--- config.mk ---
export PLATFORM = sky130hd
export DESIGN_NAME = seq_detect_param_flat
export DESIGN_NICKNAME = d
export VERILOG_FILES = /design/src/rtl/seq_detect_param_if.sv /design/src/rtl/seq_detect_param.sv /design/src/flat_wrapper.sv
export SDC_FILE = /design/constraint.sdc
export NUM_CORES = 1
export LEC_CHECK = 0
export CAP_MARGIN = 20
export CELL_PAD_IN_SITES_DETAIL_PLACEMENT = 1
export CELL_PAD_IN_SITES_GLOBAL_PLACEMENT = 1
export CORE_MARGIN = 8
export CORE_UTILIZATION = 33
export CTS_CLUSTER_SIZE = 24
export DETAILED_ROUTE_END_ITERATION = 8
export MAX_ROUTING_LAYER = met4
export PLACE_DENSITY = 0.78
export SYNTH_ARGS = -nofsm -noshare
export SYNTH_HDL_FRONTEND = slang
export SYNTH_SLANG_ARGS = --single-unit
--- constraint.sdc ---
create_clock -name clk -period 1.9 [get_ports clk]
set_input_delay 0.19 -clock clk [delete_from_list [all_inputs] [get_ports clk]]
set_output_delay 0.19 -clock clk [all_outputs]
set_load 0.03 [all_outputs]
--- src/rtl/seq_detect_param_if.sv ---
// Serial pattern detector bus: stream controls in, match tick and counter out.
interface seq_detect_param_if #(
    parameter int SEQ_LEN = 4,
    parameter int CNT_W   = 8
);
    logic               seq;
    logic               en;
    logic               overlap;
    logic               pat_ld;
    logic [SEQ_LEN-1:0] pattern_in;
    logic               cnt_clr;
    logic               tick;
    logic [CNT_W-1:0]   match_cnt;
    logic               cnt_sat;

    modport master (
        output seq, en, overlap, pat_ld, pattern_in, cnt_clr,
        input  tick, match_cnt, cnt_sat
    );

    modport slave (
        input  seq, en, overlap, pat_ld, pattern_in, cnt_clr,
        output tick, match_cnt, cnt_sat
    );
endinterface

--- src/rtl/seq_detect_param.sv ---
// Parametrised serial pattern detector with reloadable pattern and overlap mode.
// Match counter present only when SEQ_DETECT_CNT_EN is defined.
module seq_detect_param #(
    parameter int                 SEQ_LEN = 4,
    parameter logic [SEQ_LEN-1:0] PATTERN = 4'b1101,
    parameter int                 CNT_W   = 8
) (
    input logic             clk,
    input logic             rst,
    seq_detect_param_if.slave bus
);
    localparam int FW = $clog2(SEQ_LEN + 1);

    logic [SEQ_LEN-1:0] pat_q, pat_d;
    logic [SEQ_LEN-1:0] hist_q, hist_d, hist_n;
    logic [FW-1:0]      fill_q, fill_d, fill_n;
    logic               tick_q, tick_d;
    logic               hit;

    always_ff @(posedge clk or posedge rst) begin
        if (rst) begin
            pat_q  <= PATTERN;
            hist_q <= '0;
            fill_q <= '0;
            tick_q <= 1'b0;
        end else begin
            pat_q  <= pat_d;
            hist_q <= hist_d;
            fill_q <= fill_d;
            tick_q <= tick_d;
        end
    end

    always_comb begin
        hist_n = {hist_q[SEQ_LEN-2:0], bus.seq};
        fill_n = (fill_q == FW'(SEQ_LEN)) ? fill_q : fill_q + 1'b1;
        hit    = 1'b0;
        pat_d  = pat_q;
        hist_d = hist_q;
        fill_d = fill_q;
        tick_d = 1'b0;
        // A reload outranks sampling: the bit on seq is dropped that cycle
        if (bus.pat_ld) begin
            pat_d  = bus.pattern_in;
            hist_d = '0;
            fill_d = '0;
        end else if (bus.en) begin
            hit    = (fill_n == FW'(SEQ_LEN)) && (hist_n == pat_q);
            hist_d = hist_n;
            fill_d = (hit && !bus.overlap) ? '0 : fill_n;
            tick_d = hit;
        end
    end

    assign bus.tick = tick_q;

`ifdef SEQ_DETECT_CNT_EN
    logic [CNT_W-1:0] cnt_q;
    logic             sat;

    assign sat = &cnt_q;

    always_ff @(posedge clk or posedge rst) begin
        if (rst) begin
            cnt_q <= '0;
        end else if (bus.cnt_clr) begin
            cnt_q <= '0;
        end else if (hit && !sat) begin
            cnt_q <= cnt_q + 1'b1;
        end
    end

    assign bus.match_cnt = cnt_q;
    assign bus.cnt_sat   = sat;
`else
    logic unused_cnt;

    assign unused_cnt    = bus.cnt_clr;
    assign bus.match_cnt = '0;
    assign bus.cnt_sat   = 1'b0;
`endif
endmodule

--- src/flat_wrapper.sv ---
// flat-port wrapper written by rule: the top's interface ports become plain ports
module seq_detect_param_flat 
#(
    parameter int                 SEQ_LEN = 4,
    parameter logic [SEQ_LEN-1:0] PATTERN = 4'b1101,
    parameter int                 CNT_W   = 8
)
  (clk, rst, bus_seq, bus_en, bus_overlap, bus_pat_ld, bus_pattern_in, bus_cnt_clr, bus_tick, bus_match_cnt, bus_cnt_sat);
  seq_detect_param_if #(.SEQ_LEN(SEQ_LEN), .CNT_W(CNT_W)) bus_i ();
  input logic clk;
  input logic rst;
  input wire logic [$bits(bus_i.seq)-1:0] bus_seq;
  input wire logic [$bits(bus_i.en)-1:0] bus_en;
  input wire logic [$bits(bus_i.overlap)-1:0] bus_overlap;
  input wire logic [$bits(bus_i.pat_ld)-1:0] bus_pat_ld;
  input wire logic [$bits(bus_i.pattern_in)-1:0] bus_pattern_in;
  input wire logic [$bits(bus_i.cnt_clr)-1:0] bus_cnt_clr;
  output wire logic [$bits(bus_i.tick)-1:0] bus_tick;
  output wire logic [$bits(bus_i.match_cnt)-1:0] bus_match_cnt;
  output wire logic [$bits(bus_i.cnt_sat)-1:0] bus_cnt_sat;
  assign bus_i.seq = bus_seq;
  assign bus_i.en = bus_en;
  assign bus_i.overlap = bus_overlap;
  assign bus_i.pat_ld = bus_pat_ld;
  assign bus_i.pattern_in = bus_pattern_in;
  assign bus_i.cnt_clr = bus_cnt_clr;
  assign bus_tick = bus_i.tick;
  assign bus_match_cnt = bus_i.match_cnt;
  assign bus_cnt_sat = bus_i.cnt_sat;
  seq_detect_param #(.SEQ_LEN(SEQ_LEN), .PATTERN(PATTERN), .CNT_W(CNT_W)) u_core (.clk(clk), .rst(rst), .bus(bus_i));
endmodule
Word level (Yosys, flattened, before mapping)

Index checks and enable logic that the tools add are counted.

Output and inout port bits: 10
Register bits after elaboration: 11

Reductions and logical operators: 4
Muxes and demuxes: 8
Equality and inequality tests: 3
$add $sub $neg: 1

Operators by type and width:

| operator            | number |
|---|---|
| $mux 3              | 6 |
| $eq 3x3->1 const B  | 2 |
| $eq 4x4->1          | 1 |
| $add 3x1->3 const B | 1 |
| $logic_and 1x1->1   | 2 |
| $mux 1              | 2 |
| $reduce_bool 2->1   | 1 |
| $logic_not 1->1     | 1 |

Longest topological paths before layout

Depth after elaboration: 8
Mapped depth: 6

Worst setup path after synthesis

No wires, ideal clock.

Path type: reg-to-reg
From: register u_core.fill_q[0]
To: register u_core.tick_q, in the netlist u_core.bus.tick
Required time: 1.804 ns
Clock period less this slack: 1.579 ns
Buffers on the path: 0
Data arrival time: 1.484 ns
Slack: 0.321 ns
Cell stages (with the launch flop): 7
Cell sequence: dfrtp_1 > inv_1 > ha_1 > nand3b_1 > o2111ai_1 > or4_1 > nor4_2

Longest elaborated chain between the ends: 6
Elaborated cells between the ends (all ways): 7
Classes of those cells: add/sub (1); eq/ne (2); mux (3); reduce/logical (1)

Ends and longest elaborated chain:

| item                                      | line                   | source |
|---|---|---|
| start, declared                           | seq_detect_param.sv:16 | `logic [FW-1:0] fill_q, fill_d, fill_n;` |
| start signal, assigned                    | seq_detect_param.sv:29 | `fill_q <= fill_d;` |
| $add 3x1->3 or $eq 3x3->1 (tied branches) | seq_detect_param.sv:36 | `fill_n = (fill_q == FW'(SEQ_LEN)) ? fill_q : fill_q + 1'b1;` |
| $mux 3 *                                  | seq_detect_param.sv:36 |  |
| $eq 3x3->1 *                              | seq_detect_param.sv:48 | `hit = (fill_n == FW'(SEQ_LEN)) && (hist_n == pat_q);` |
| $logic_and 1x1->1 *                       | seq_detect_param.sv:48 |  |
| $mux 1 *                                  | seq_detect_param.sv:47 | `end else if (bus.en) begin` |
| $mux 1 *                                  | seq_detect_param.sv:43 | `if (bus.pat_ld) begin` |
| net u_core.tick_d                         | seq_detect_param.sv:17 | `logic tick_q, tick_d;` |
| end signal, assigned                      | seq_detect_param.sv:30 | `tick_q <= tick_d;` |
| end, declared                             | seq_detect_param.sv:17 |  |

The timed path passes the listed nets; every way through them passes the cells marked *.
A chain may end at the register's enable or synchronous reset.

Worst setup path in the final report

Same ends and word-level chain as after synthesis.

==> reports/metrics.yaml <==
synthesis:
  dominantRegCellSynth: "dfrtp_1"
  yosysTopAreaCellShare_pct: 31.7
  synth_top_area_cell: "dfrtp_1"
  syn-instance-count: 59
  synth_enable_flop_cells: 0
  synth_async_sr_flop_share_pct: 100
  synth.top_cells.by_area: "dfrtp_1 (32%), dfstp_2 (12%), buf_4 (11%)"
  yosysSeqAreaShare_pct: 44.2
  yosys_register_bits: 11
  yosys.cell_types.count: 20
  syn_warnings: 0
  postSynthAreaPerCell_um2: 10.7
  syn-cell-area_um2: 632
  yosys.cell_count.top_type: "buf_4"
  synth.cells.most_frequent: "buf_4 (9), dfrtp_1 (8), nor2_1 (6)"
global_routing:
  grt_start_max_net_pins: 12
  number_of_global_route_vias_before_repair: 491
  gr-total-overflow: 0
  wire_length_of_the_first_global_routing_pass_um: 2130
  grt_overall_usage_pct: 8.36
  grt_antenna_before_repair: 0
setup_path:
  critPathCaptureType: "flop"
  critPathBufInv: 1
  cp_top_family: "simple AND/OR/NAND/NOR gates"
  crit_path_max_fanout: 3
  criticalPathCategory: "flop to flop"
  start_kind: "flop"
  slowest_stage: "or4_1"
  critical_path_required_ps: 2080
  timing.critical_path.slowest_cell_delay_ps: 560
  cp.arrival_ps: 1900
  crit_chain: "inv_1 -> ha_1 -> nand3b_1 -> o2111ai_1 -> or4_1 -> nor4_2"
placement:
  dp_hpwl_um: 993
  place_congestion: 0.809
  numPortBuffers: 10
cts:
  postCtsSetupRepairBufs: 0
  htree_num_levels: 1
  clk_path_buf_depth: 2
  tritoncts_buffer_count: 3
  cts_hold_buf: 0
  tritoncts_num_sinks: 11
  path_clk_slew_ps: 70
  worstSkewPairLatency_ps: 270
  post_cts_resized: 0
  ctsRootBufferMaster: "clkbuf_4"
  cts_tree: "done"
floorplan:
  initial_core_util_pct: 33.6
  io-pin-count: 21
  core-area_um2: 1880
  die_w_um: 59.8
  floorplan.die_area_um2: 3570
  die_y_um: 59.8
  core.rowCount: 16
cells_and_area:
  nNetsFinal: 86
  antennaDiodeCount: 0
  area_growth_pct: 19.4
  post-route-util_pct: 40.1
  num-fill-cells: 246
  drive_gt1_share_pct: 18.1
power:
  static-leakage-power_nw: 0.348
  power.share.combinational_pct: 20.7
  power.share.clock_pct: 29.9
  pwr_density_cell_nw_per_um2: 713
  switchingPower_uw: 155
  power_report.internal_total_uw: 384
  ir_worst_vdd_mv: 0.271
  power_frac_seq_pct: 49.4
  switching_share_pct: 28.7
sta:
  finalSetupTns_ps: 0
  worst_clock_skew_ps: 1.65
  max_freq_mhz: 580
  grt_setup_unrepaired: "no"
  slew_violations: 0
  period_minus_slack_ps: 1720
  final-hold-violation-count: 0
  final.period_utilization_pct: 90.8
  finalSetupViolCount: 0
drt:
  vias_per_cell: 4.35
  drtPass1Iterations: 2
  vias: 431
  drt.antenna.violating_nets: 0
  detail_route.wl_per_cell_um: 12.4
  routed_wirelength_um: 1230
  drc: 0
  drt-initial-drc-count: 1
status:
  run_status: "finished clean"
job:
  drv.max_cap_violation_count: 0
min_path:
  worstHoldPathType: "input pin to async pin"
## layout by cell type, fill, tap and decap left out
cell and count:
nor4_2 1, clkbuf_4 3, nor4_1 1, nand3b_1 1
or4_1 2, nor2_1 6, dfrtp_1 8, mux2_2 4
xnor2_1 2, mux2i_1 4, dfstp_2 3, inv_1 4
conb_1 9, o2111ai_1 1, xor2_1 4, ha_1 2
clkdlybuf4s50_1 10, o21ai_0 1, clkbuf_1 1, nand2_1 3
buf_4 2
## final timing paths
kind	start	slack [ps]	cells after the start	endpoint
setup / recovery	u_core.fill_q[0]	180	6	u_core.bus.tick
hold / removal	rst	200	2	u_core.hist_q[2]
setup reg to reg	u_core.fill_q[0]	180	6	u_core.bus.tick
hold reg to reg	u_core.pat_q[1]	540	1	u_core.pat_q[1]
max in group asynchronous	rst	1380	2	u_core.pat_q[0]
min in group clk	bus_pattern_in[1]	540	2	u_core.pat_q[1]
## per-layer routing
layer	vias to the layer above	track usage, %	wire length (um)
met5	-	-	0
met4	0	5.10	25
met3	2	3.87	79
met2	11	13.2	644
met1	215	8.22	481
li1	203	-	-
## per-stage QoR
step                instances  area (um^2)  hold WS (ps)  worst slack (ps)  power (mW)
detailed placement         95          728           514               141       0.383
floorplan                  67          662          40.3               321       0.362
global route               99          754           257              5.51       0.569
CTS                        99          754           213               150       0.547
finish                     99          754           202               176       0.538
global placement           95          728           504               213       0.377
## state kept, by name (all words and copies together), names as in the netlist
| register | cells |
|---|---|
| u_core.bus.tick | 1 |
| u_core.fill_q | 3 |
| u_core.hist_q | 3 |
| u_core.pat_q | 4 |
## power by group through the flow
stage	clock network (mW)	registers [mW]	logic, mW
floorplan	0	0.267	0.0950
global placement	0	0.269	0.108
detailed placement	0	0.270	0.113
CTS	0.169	0.266	0.112
global route	0.177	0.268	0.124
finish	0.161	0.266	0.111
## area by class of cell
cell class                      count  area, um^2  share of cell area [%]
Sequential cell                    11         279                    37.0
Inverter                            4        15.0                    1.99
Multi-Input combinational cell     41         285                    37.8
Clock buffer                        4        26.3                    3.48
Timing Repair Buffer               12         115                    15.3
Tap cell                           27        33.8                    4.48
## cell families (layout without fill, tap and decap cells)
| kind of cell | count (synthesis) | in the layout | share of synthesized area (%) |
|---|---|---|---|
| buffers and inverters | 15 | 20 | 15.4 |
| AND/OR/NAND/NOR | 14 | 14 | 11.9 |
| flip-flops | 11 | 11 | 44.2 |
| multiplexers | 8 | 8 | 13.5 |
| XOR/XNOR | 6 | 6 | 8.32 |
| adder cells (fa/ha/maj) | 2 | 2 | 3.96 |
| AO/OA/AOI/OAI | 2 | 2 | 2.18 |
| other | 1 | 9 | 0.593 |
(Power assumes the default switching activity.)
